<file path="src/rtl/vending_machine_fsm.sv">
// Coin-operated vending controller: accumulates credit, vends a selected item,
// and pays change out in bounded chunks. All outputs except sold_out are registered.
module vending_machine_fsm #(
  parameter int N_ITEMS    = 4,
  parameter int COIN_W     = 4,
  parameter int CREDIT_W   = 6,
  parameter logic [N_ITEMS*CREDIT_W-1:0] COST_TABLE = {6'd12, 6'd10, 6'd7, 6'd5},
  parameter int STOCK_W    = 4,
  parameter int STOCK_INIT = 8,
  parameter int CHANGE_MAX = 10,
  localparam int SW = (N_ITEMS > 1) ? $clog2(N_ITEMS) : 1
) (
  input  logic                clk,
  input  logic                reset,
  input  logic                coin_valid,
  input  logic [COIN_W-1:0]   coin_value,
  input  logic                sel_valid,
  input  logic [SW-1:0]       sel_item,
  input  logic                cancel,
  input  logic                restock,
  output logic                dispense,
  output logic [SW-1:0]       dispense_item,
  output logic                change_valid,
  output logic [CREDIT_W-1:0] change_amt,
  output logic                coin_reject,
  output logic                sel_fail,
  output logic [N_ITEMS-1:0]  sold_out,
  output logic [CREDIT_W-1:0] credit,
  output logic                busy
);

  typedef enum logic [1:0] {IDLE, COLLECT, VEND, REFUND} state_t;

  localparam logic [CREDIT_W-1:0] CHANGE_MAX_C = CREDIT_W'(CHANGE_MAX);
  localparam logic [STOCK_W-1:0]  STOCK_INIT_C = STOCK_W'(STOCK_INIT);

  state_t              state_q, state_d;
  logic [CREDIT_W-1:0] credit_q, credit_d;
  logic                dispense_q, dispense_d;
  logic [SW-1:0]       dispense_item_q, dispense_item_d;
  logic                change_valid_q, change_valid_d;
  logic [CREDIT_W-1:0] change_amt_q, change_amt_d;
  logic                coin_reject_q, coin_reject_d;
  logic                sel_fail_q, sel_fail_d;
  logic [STOCK_W-1:0]  stock_q [N_ITEMS];

  logic [N_ITEMS-1:0]  sel_hit;
  logic [CREDIT_W-1:0] sel_cost;
  logic                sel_in_stock;
  logic                sel_ok;
  logic [N_ITEMS-1:0]  stock_dec;
  logic                restock_en;
  logic [CREDIT_W:0]   coin_sum;
  logic [CREDIT_W-1:0] payout;

  // Out-of-range indices match no entry, so they fail the stock test naturally.
  always_comb begin
    sel_hit      = '0;
    sel_cost     = '0;
    sel_in_stock = 1'b0;
    for (int i = 0; i < N_ITEMS; i++) begin
      if (sel_item == SW'(i)) begin
        sel_hit[i]   = 1'b1;
        sel_cost     = COST_TABLE[i*CREDIT_W +: CREDIT_W];
        sel_in_stock = (stock_q[i] != '0);
      end
    end
  end

  assign sel_ok   = sel_in_stock && (credit_q >= sel_cost);
  assign coin_sum = {1'b0, credit_q} + (CREDIT_W+1)'(coin_value);
  assign payout   = (credit_q > CHANGE_MAX_C) ? CHANGE_MAX_C : credit_q;

  always_comb begin
    state_d         = state_q;
    credit_d        = credit_q;
    dispense_d      = 1'b0;
    dispense_item_d = dispense_item_q;
    change_valid_d  = 1'b0;
    change_amt_d    = '0;
    coin_reject_d   = 1'b0;
    sel_fail_d      = 1'b0;
    stock_dec       = '0;
    restock_en      = 1'b0;
    case (state_q)
      IDLE: begin
        restock_en = restock;
        if (coin_valid && (coin_value != '0)) begin
          credit_d = CREDIT_W'(coin_value);
          state_d  = COLLECT;
        end
      end
      COLLECT: begin
        if (cancel) begin
          coin_reject_d  = coin_valid;
          state_d        = REFUND;
          change_valid_d = 1'b1;
          change_amt_d   = payout;
          credit_d       = credit_q - payout;
        end else if (sel_valid) begin
          coin_reject_d = coin_valid;
          if (sel_ok) begin
            state_d         = VEND;
            dispense_d      = 1'b1;
            dispense_item_d = sel_item;
            credit_d        = credit_q - sel_cost;
            stock_dec       = sel_hit;
          end else begin
            sel_fail_d = 1'b1;
          end
        end else if (coin_valid) begin
          if (!coin_sum[CREDIT_W]) credit_d = coin_sum[CREDIT_W-1:0];
          else                     coin_reject_d = 1'b1;
        end
      end
      // VEND and REFUND share the payout step; credit_q already holds what is owed.
      VEND, REFUND: begin
        coin_reject_d = coin_valid;
        if (credit_q != '0) begin
          state_d        = REFUND;
          change_valid_d = 1'b1;
          change_amt_d   = payout;
          credit_d       = credit_q - payout;
        end else begin
          state_d = IDLE;
        end
      end
      default: state_d = IDLE;
    endcase
  end

  always_ff @(posedge clk or negedge reset) begin
    if (!reset) begin
      state_q         <= IDLE;
      credit_q        <= '0;
      dispense_q      <= 1'b0;
      dispense_item_q <= '0;
      change_valid_q  <= 1'b0;
      change_amt_q    <= '0;
      coin_reject_q   <= 1'b0;
      sel_fail_q      <= 1'b0;
      for (int i = 0; i < N_ITEMS; i++) stock_q[i] <= STOCK_INIT_C;
    end else begin
      state_q         <= state_d;
      credit_q        <= credit_d;
      dispense_q      <= dispense_d;
      dispense_item_q <= dispense_item_d;
      change_valid_q  <= change_valid_d;
      change_amt_q    <= change_amt_d;
      coin_reject_q   <= coin_reject_d;
      sel_fail_q      <= sel_fail_d;
      for (int i = 0; i < N_ITEMS; i++) begin
        if (restock_en)        stock_q[i] <= STOCK_INIT_C;
        else if (stock_dec[i]) stock_q[i] <= stock_q[i] - 1'b1;
      end
    end
  end

  always_comb begin
    sold_out = '0;
    for (int i = 0; i < N_ITEMS; i++) sold_out[i] = (stock_q[i] == '0);
  end

  assign dispense      = dispense_q;
  assign dispense_item = dispense_item_q;
  assign change_valid  = change_valid_q;
  assign change_amt    = change_amt_q;
  assign coin_reject   = coin_reject_q;
  assign sel_fail      = sel_fail_q;
  assign credit        = credit_q;
  assign busy          = (state_q == VEND) || (state_q == REFUND);

endmodule

</file>
<file path="config.mk">
export PLATFORM = sky130hd
export DESIGN_NAME = vending_machine_fsm
export DESIGN_NICKNAME = d
export VERILOG_FILES = /design/src/rtl/vending_machine_fsm.sv
export SDC_FILE = /design/constraint.sdc
export NUM_CORES = 1
export LEC_CHECK = 0
export BUFFER_PORTS_ARGS = -buffer_cell sky130_fd_sc_hd__buf_2
export CORE_UTILIZATION = 61
export DETAILED_ROUTE_END_ITERATION = 10
export PLACE_DENSITY = 0.8
export SLEW_MARGIN = 20
export SYNTH_ARGS = -nofsm -noshare
export SYNTH_HDL_FRONTEND = slang
export SYNTH_SLANG_ARGS = --single-unit
</file>
<file path="constraint.sdc">
create_clock -name clk -period 4.45 [get_ports clk]
set_input_delay 0.2225 -clock clk [delete_from_list [all_inputs] [get_ports clk]]
set_output_delay 0.2225 -clock clk [all_outputs]
set_load 0.05 [all_outputs]
</file>
==> flow_metrics.py, run 1 <==
metrics = {
    "detailed_routing": {
        "viasPerCell": 6.12,
        "drt_iter0_drc": 141,
        "drt-total-wl_um": 5260,
        "vias": 2088,
        "drt_pass1_iterations": 5,
        "drtAntennaViolNets": 0,
        "drc": 0,
        "routedWlPerCell_um": 15.4,
    },
    "sta": {
        "finClkSkew_ns": 0.00871,
        "fin_setup_tns_ns": 0,
        "maxSlewViolCount": 0,
        "setup_viol": 0,
        "setup_ws_ns": 1.44,
        "rsz0062_at_grt": "no",
        "fin_crit_sh_pct": 67.6,
        "tightestPinTransition_ns": 0.798,
        "finalWorstPathRequiredPeriod_ns": 3.01,
        "max_slew_margin_pct": 46.8,
        "max_clock_freq_mhz": 333,
        "hold_viol": 0,
    },
    "setup_path": {
        "crit_buf_inv": 2,
        "critPathLaunchType": "input port",
        "reg2regPathDepth": 7,
        "cp_num_cells": 12,
        "cpPeakStageDelay_ns": 0.59,
        "path_cells": "buf_2 > inv_1 > ha_1 > nor2_1 > o21a_1 > ha_1 > fa_1 > nand2b_1 > a21oi_1 > o22ai_2 > nor3_4 > mux2_2",
        "cp_slowest_cell": "nor3_4",
        "worstSetupEndpointType": "flop",
        "critPathTopFamily": "adder cells",
        "cp_data_required_time_ns": 4.62,
        "criticalPathCategory": "input port to flop",
        "crit_top_cell": "ha_1",
        "critPathMaxFanout": 18,
        "worstPathArrival_ns": 3.18,
    },
    "power": {
        "p_leak_nw": 1.33,
        "p_sw_w": 0.00102,
        "power.density_nw_per_um2": 746,
        "clkPwrFrac_pct": 14.0,
        "power_switching_share_pct": 50.5,
        "vdd_ir_drop_max_uv": 425,
        "p_seq_share_pct": 29.1,
        "internal-power_w": 0.000994,
        "p_comb_share_pct": 56.8,
    },
    "clock_tree": {
        "postCtsSetupBuffers": 0,
        "cts_buffers": 5,
        "cts.repair.resized": 0,
        "clock-root-buffer": "clkbuf_8",
        "cts_max_level": 2,
        "clk_latency_ns": 0.29,
        "cts_tree": "done",
        "clockBufferDepth": 2,
        "ctsHoldBuffers": 0,
        "numClockSinks": 36,
        "path_clk_slew_ns": 0.07,
    },
    "cells_and_area": {
        "drive_above_1_share_pct": 19.1,
        "final_area_sq_um": 2690,
        "area_delta_synth_final_pct": 12.2,
        "nets": 323,
        "fillers": 295,
        "layout_commonest_cell": "buf_2",
        "antennaDiodeCount": 0,
        "final_cell_mix": "buf_2 (34), dfrtp_1 (32), nand2_1 (25)",
    },
    "die": {
        "dieArea_sq_um": 4190,
        "start_util_pct": 64.6,
        "top_level_ports": 35,
        "row_count": 22,
        "fp.dieW_um": 64.7,
        "core_sq_um": 3720,
        "die_h_um": 64.7,
    },
    "grt": {
        "gr-usage-all-layers_pct": 28.3,
        "grt_pass1_vias": 1983,
        "antenna_found_initial": 0,
        "grt_pass1_wl_um": 9070,
        "grt_max_degree": 37,
        "grt.overflow.total": 0,
    },
    "synth": {
        "synth-edff-count": 0,
        "syn_inst": 260,
        "synth_warnings": 0,
        "synthTopCellsByArea": "dfrtp_1 (33%), ha_1 (8.9%), mux2i_1 (6.3%), dfstp_2 (4.4%), nand2_1 (3.9%)",
        "yosysTopAreaCell": "dfrtp_1",
        "seq_area_frac_synth_pct": 37.7,
        "syn_avg_cell_area_sq_um": 9.23,
        "ys_ff_latch": 36,
        "synth_cell_types": 54,
        "syn_area_sq_um": 2400,
        "synth_top_area_share_pct": 33.4,
        "postSynth.asyncResetShare_pct": 100,
        "ys.flop_type": "dfrtp_1",
    },
    "place": {
        "placed_area_sq_um": 2580,
        "hpwl_um": 3810,
        "dpl_worst_slack_ns": 1.14,
        "place.gp.congestion": 0.890,
        "port_buffers": 34,
    },
    "hold_path": {
        "min_path_type": "input port to asynchronous set/reset pin",
    },
    "run_status": {
        "status": "finished clean",
    },
    "flow_run": {
        "maxCapViolations": 0,
    },
}
[per-stage QoR]
step / instances / util, % / total power [W] / hold WS, ns
final: 341 / 72.5 / 0.00201 / 0.0149
after global routing: 341 / 72.5 / 0.00215 / 0.0935
after CTS: 341 / 72.5 / 0.00200 / 0.0474
after detailed placement: 333 / 69.6 / 0.00171 / 0.354
after global placement: 333 / 69.6 / 0.00170 / 0.348
after floorplan: 261 / - / 0.00146 / -0.0731
[final cells by class]
type	count	area [sq um]	share of cell area (%)
well taps	48	60.1	2.23
multi-input cells	195	1370	51.0
clock buffers	6	72.6	2.70
flip-flops and latches	36	906	33.6
clock inverters	2	35.0	1.30
inverters	20	75.1	2.79
repair buffers	34	170	6.32
[registers in the layout, indices dropped and copies added (netlist names)]
register,count
sel_fail,1
credit,6
change_amt,6
stock_q,16
state_q,2
dispense_item,2
coin_reject,1
dispense,1
change_valid,1
[cell usage after synthesis (3+ instances only)]
library cell	count
dfrtp_1	32
nand3_1	8
a22oi_1	3
o21ai_0	10
a31oi_1	5
a21oi_1	14
clkbuf_1	8
nand2_1	25
nor3b_1	5
nor3_1	9
nand2b_1	3
nor2_1	22
mux2_2	4
nor2b_1	3
inv_1	20
dfstp_2	4
a211oi_1	4
o21a_1	5
mux2i_1	15
ha_1	17
[worst paths after layout]
path,from,endpoint,slack (ns)
setup / recovery,sel_item[0],dispense_item[0],1.44
hold / removal,reset,change_amt[1],0.01
setup reg to reg,credit[1],dispense_item[0],1.46
hold reg to reg,dispense_item[0],dispense_item[0],0.51
max in group asynchronous,reset,stock_q[9],3.93
min in group clk,coin_valid,coin_reject,0.18
[power groups by stage]
stage	registers (W)	logic [W]	clock network [W]
after floorplan	0.000695	0.000765	0
after global placement	0.000582	0.00112	0
after detailed placement	0.000583	0.00113	0
after CTS	0.000580	0.00113	0.000286
after global routing	0.000600	0.00125	0.000297
final	0.000585	0.00114	0.000282
[per-layer routing]
layer | vias up | wire length [um] | global-route usage (%) | part of all wire, %
li1 | 999 | - | - | -
met1 | 970 | 2360 | 39.8 | 45
met2 | 103 | 2330 | 41.7 | 44
met3 | 16 | 463 | 8.10 | 8.8
met4 | 0 | 106 | 9.44 | 2.0
met5 | - | 0 | 0 | 0
[cells by family (layout without fill, tap and decap cells)]
| kind of cell | after synthesis | in the layout | share of synthesized area [%] |
|---|---|---|---|
| xor+xnor | 3 | 3 | 1.10 |
| simple gates | 87 | 87 | 18.2 |
| mux | 19 | 19 | 8.13 |
| buf+inv | 30 | 62 | 5.16 |
| flops | 36 | 36 | 37.7 |
| fa+ha+maj | 19 | 19 | 10.5 |
| compound gates | 64 | 64 | 18.8 |
| other cells | 2 | 3 | 0.313 |
Note: power is estimated with default switching activity, not from simulation.
==> run 2: changes to the inputs <==
--- a/config.mk
+++ b/config.mk
@@ -5,10 +5,11 @@
 export SDC_FILE = /design/constraint.sdc
 export NUM_CORES = 1
 export LEC_CHECK = 0
+export ABC_AREA = 1
 export BUFFER_PORTS_ARGS = -buffer_cell sky130_fd_sc_hd__buf_2
-export CORE_UTILIZATION = 61
+export CORE_UTILIZATION = 52
 export DETAILED_ROUTE_END_ITERATION = 10
-export PLACE_DENSITY = 0.8
+export PLACE_DENSITY = 0.72
 export SLEW_MARGIN = 20
 export SYNTH_ARGS = -nofsm -noshare
 export SYNTH_HDL_FRONTEND = slang
==> constraint.sdc (replaced) <==
create_clock -name clk -period 2.6 [get_ports clk]
set_input_delay 0.13 -clock clk [delete_from_list [all_inputs] [get_ports clk]]
set_output_delay 0.13 -clock clk [all_outputs]
set_load 0.05 [all_outputs]
==> run 2 against run 1 <==
  * Utilization decreased by 8.1 points
  * Die area increased by 21%
  * Combinational power increased by 93%
  * Worst setup slack got worse by 1.2 ns
  * Sequential cell count unchanged
  * Routed wire length increased by 7.9%
  * Clock skew decreased by 0.0025 ns
  * Largest cell class unchanged
==> flow_metrics.py, run 2 <==
metrics = {
    "setup_path": {
        "timing.rr.end": "credit[0]",
        "reg2reg_from": "credit[0]",
        "criticalPathCategory": "flop to flop",
        "critPathLaunchType": "flop",
        "cp_data_required_time_ns": 2.78,
        "critPathMaxFanout": 5,
        "worstSetupEndpointType": "flop",
        "rrSetupSlack_ns": 0.25,
        "worstPathArrival_ns": 2.53,
        "reg2regPathDepth": 11,
        "cpPeakStageDelay_ns": 0.44,
        "cp_slowest_cell": "dfrtp_1",
        "path_cells": "inv_1 > ha_1 > fa_1 > nor2_1 > nor2_1 > a21oi_2 > nand2_1 > nand2_1 > nand3_1 > o21ai_0 > o21ai_1",
    },
    "place": {
        "placed_area_sq_um": 2710,
        "place.gp.congestion": 0.897,
        "hpwl_um": 4310,
        "port_buffers": 34,
    },
    "cells_and_area": {
        "final_cell_mix": "nand2_1 (78), inv_1 (53), buf_2 (34)",
        "final_area_sq_um": 2880,
        "layout_commonest_cell": "nand2_1",
        "regMostFlops": "stock_q",
        "post-route-util_pct": 64.3,
        "largest_register_ffs": 16,
        "antennaDiodeCount": 0,
        "drive_above_1_share_pct": 17.3,
        "nets": 406,
        "area_delta_synth_final_pct": 15.9,
    },
    "detailed_routing": {
        "viasPerCell": 5.23,
        "routedWlPerCell_um": 13.3,
        "met2_length_um": 2740,
        "drt_pass1_iterations": 6,
        "wl_met1_um": 2560,
        "drt_iter0_drc": 102,
        "met3WireLength_um": 264,
        "drc": 0,
        "drt-total-wl_um": 5680,
        "top_layer": "met4",
        "drtAntennaViolNets": 0,
        "vias": 2240,
    },
    "synth": {
        "synth_warnings": 0,
        "synth_top_area_share_pct": 32.3,
        "synth_top_family_by_area": "simple AND/OR/NAND/NOR gates",
        "synth_mux_area_share_pct": 0,
        "ys_ff_latch": 36,
        "synth_cell_types": 34,
        "syn_area_sq_um": 2480,
        "seq_area_frac_synth_pct": 36.5,
        "postSynth.asyncResetShare_pct": 100,
        "synth_adder_area_share_pct": 10.2,
        "synth-compound-area-share_pct": 12.2,
        "synth-simple-area-share_pct": 29.9,
        "ys.flop_type": "dfrtp_1",
        "yosysTopAreaCell": "dfrtp_1",
        "synthTopCellsByArea": "dfrtp_1 (32%), nand2_1 (12%), ha_1 (8.6%), inv_1 (8.0%), nand3_1 (5.6%)",
        "synth_xor_area_share_pct": 0.706,
        "syn_inst": 334,
        "synth-edff-count": 0,
        "synth_commonest_cells": "nand2_1 (78), inv_1 (53), dfrtp_1 (32), nor2_1 (32), nand3_1 (28)",
        "syn_avg_cell_area_sq_um": 7.43,
        "yosysMostFrequentCell": "nand2_1",
    },
    "sta": {
        "maxSlewViolCount": 0,
        "setup_viol": 0,
        "fin_setup_tns_ns": 0,
        "max_clock_freq_mhz": 425,
        "hold_viol": 0,
        "max_slew_margin_pct": 45.5,
        "finalWorstPathRequiredPeriod_ns": 2.35,
        "finClkSkew_ns": 0.00617,
        "rsz0062_at_grt": "no",
        "tightestPinTransition_ns": 0.817,
        "fin_crit_sh_pct": 90.5,
    },
    "grt": {
        "grt_pass1_wl_um": 9730,
        "grt_max_degree": 37,
        "grt_pass1_vias": 2153,
        "grt.overflow.total": 0,
        "gr-usage-all-layers_pct": 25.1,
        "antenna_found_initial": 0,
    },
    "power": {
        "p_leak_nw": 1.58,
        "power_switching_share_pct": 50.0,
        "vdd_ir_drop_max_uv": 761,
        "finalPower_w": 0.00390,
        "power.density_nw_per_um2": 1350,
        "p_comb_share_pct": 56.4,
        "p_seq_share_pct": 25.8,
        "p_sw_w": 0.00195,
        "internal-power_w": 0.00195,
        "clkPwrFrac_pct": 17.8,
    },
    "hold_path": {
        "min_path_type": "input port to flop",
        "hold_path_depth": 3,
        "hold_end": "coin_reject",
        "min_from": "coin_valid",
    },
    "die": {
        "dieArea_sq_um": 5050,
        "start_util_pct": 55.5,
        "core_sq_um": 4470,
        "top_level_ports": 35,
        "row_count": 24,
        "die_h_um": 71.1,
        "fp.dieW_um": 71.1,
    },
    "clock_tree": {
        "numClockSinks": 36,
        "clk_latency_ns": 0.29,
        "clockBufferDepth": 2,
        "clock-root-buffer": "clkbuf_8",
        "cts_tree": "done",
        "cts_max_level": 2,
        "cts_buffers": 5,
        "cts.repair.resized": 0,
        "path_clk_slew_ns": 0.08,
    },
    "run_status": {
        "status": "finished clean",
    },
    "flow_run": {
        "maxCapViolations": 0,
    },
}
[run 2: cell families after synthesis]
logic type | after synthesis
and+or+nand+nor | 161
buffers and inverters | 63
AOI/OAI and AO/OA | 51
DFF | 36
adders and majority gates | 19
xor gates and xnor gates | 2
other | 2
[run 2: worst max-delay path by stage]
| stage | endpoint | from |
|---|---|---|
| global placement | credit[0] | sel_item[0] |
| CTS | credit[0] | credit[0] |
| finish | credit[0] | credit[0] |
| floorplan | credit[0] | credit[0] |
| detailed placement | credit[0] | sel_item[0] |
| global route | credit[0] | credit[0] |
[run 2: final cells by class]
cell class / count / area, sq um
clock buffers: 5 / 68.8
clock inverters: 3 / 90.1
fillers: 419 / 1600
inverters: 58 / 218
multi-input cells: 236 / 1330
flip-flops and latches: 36 / 906
well taps: 52 / 65.1
repair buffers: 38 / 203
[run 2: worst max-delay path, delay by kind of cell (launching register included)]
kind	cells	cell delay, ns
fa+ha+maj	2	0.63
simple gates	5	0.61
flops	1	0.44
compound gates	3	0.44
buf+inv	1	0.11
[run 2: routing by layer]
layer  vias up  track usage, %
met4         0            8.89
li1       1158               -
met1      1018            31.4
met3        10            5.98
met2        54            42.3
met5         -               0
[run 2: repair_timing]
action                                  4_1_cts  5_1_grt
setup buffers                                 0        0
endpoints found under the hold margin        32        0
hold buffers                                  1        0
endpoints found under the setup margin        0        0
[run 2: power by group through the flow]
stage          combinational [W]  clock (W)  sequential [W]
3_5_place_dp             0.00217          0         0.00102
2_1_floorplan            0.00135          0         0.00132
6_report                 0.00220   0.000692         0.00101
4_1_cts                  0.00219   0.000701         0.00101
3_3_place_gp             0.00214          0         0.00101
5_1_grt                  0.00245   0.000725         0.00105
[run 2: metrics by stage]
stage / setup slack (ns) / hold slack (ns) / instances
after detailed placement: 0.0502 / 0.273 / 419
after global placement: 0.168 / 0.263 / 419
after CTS: 0.250 / 0.0862 / 428
final: 0.247 / 0.0808 / 428
after global routing: 0.00808 / 0.102 / 428
after floorplan: 0.215 / -0.166 / 335
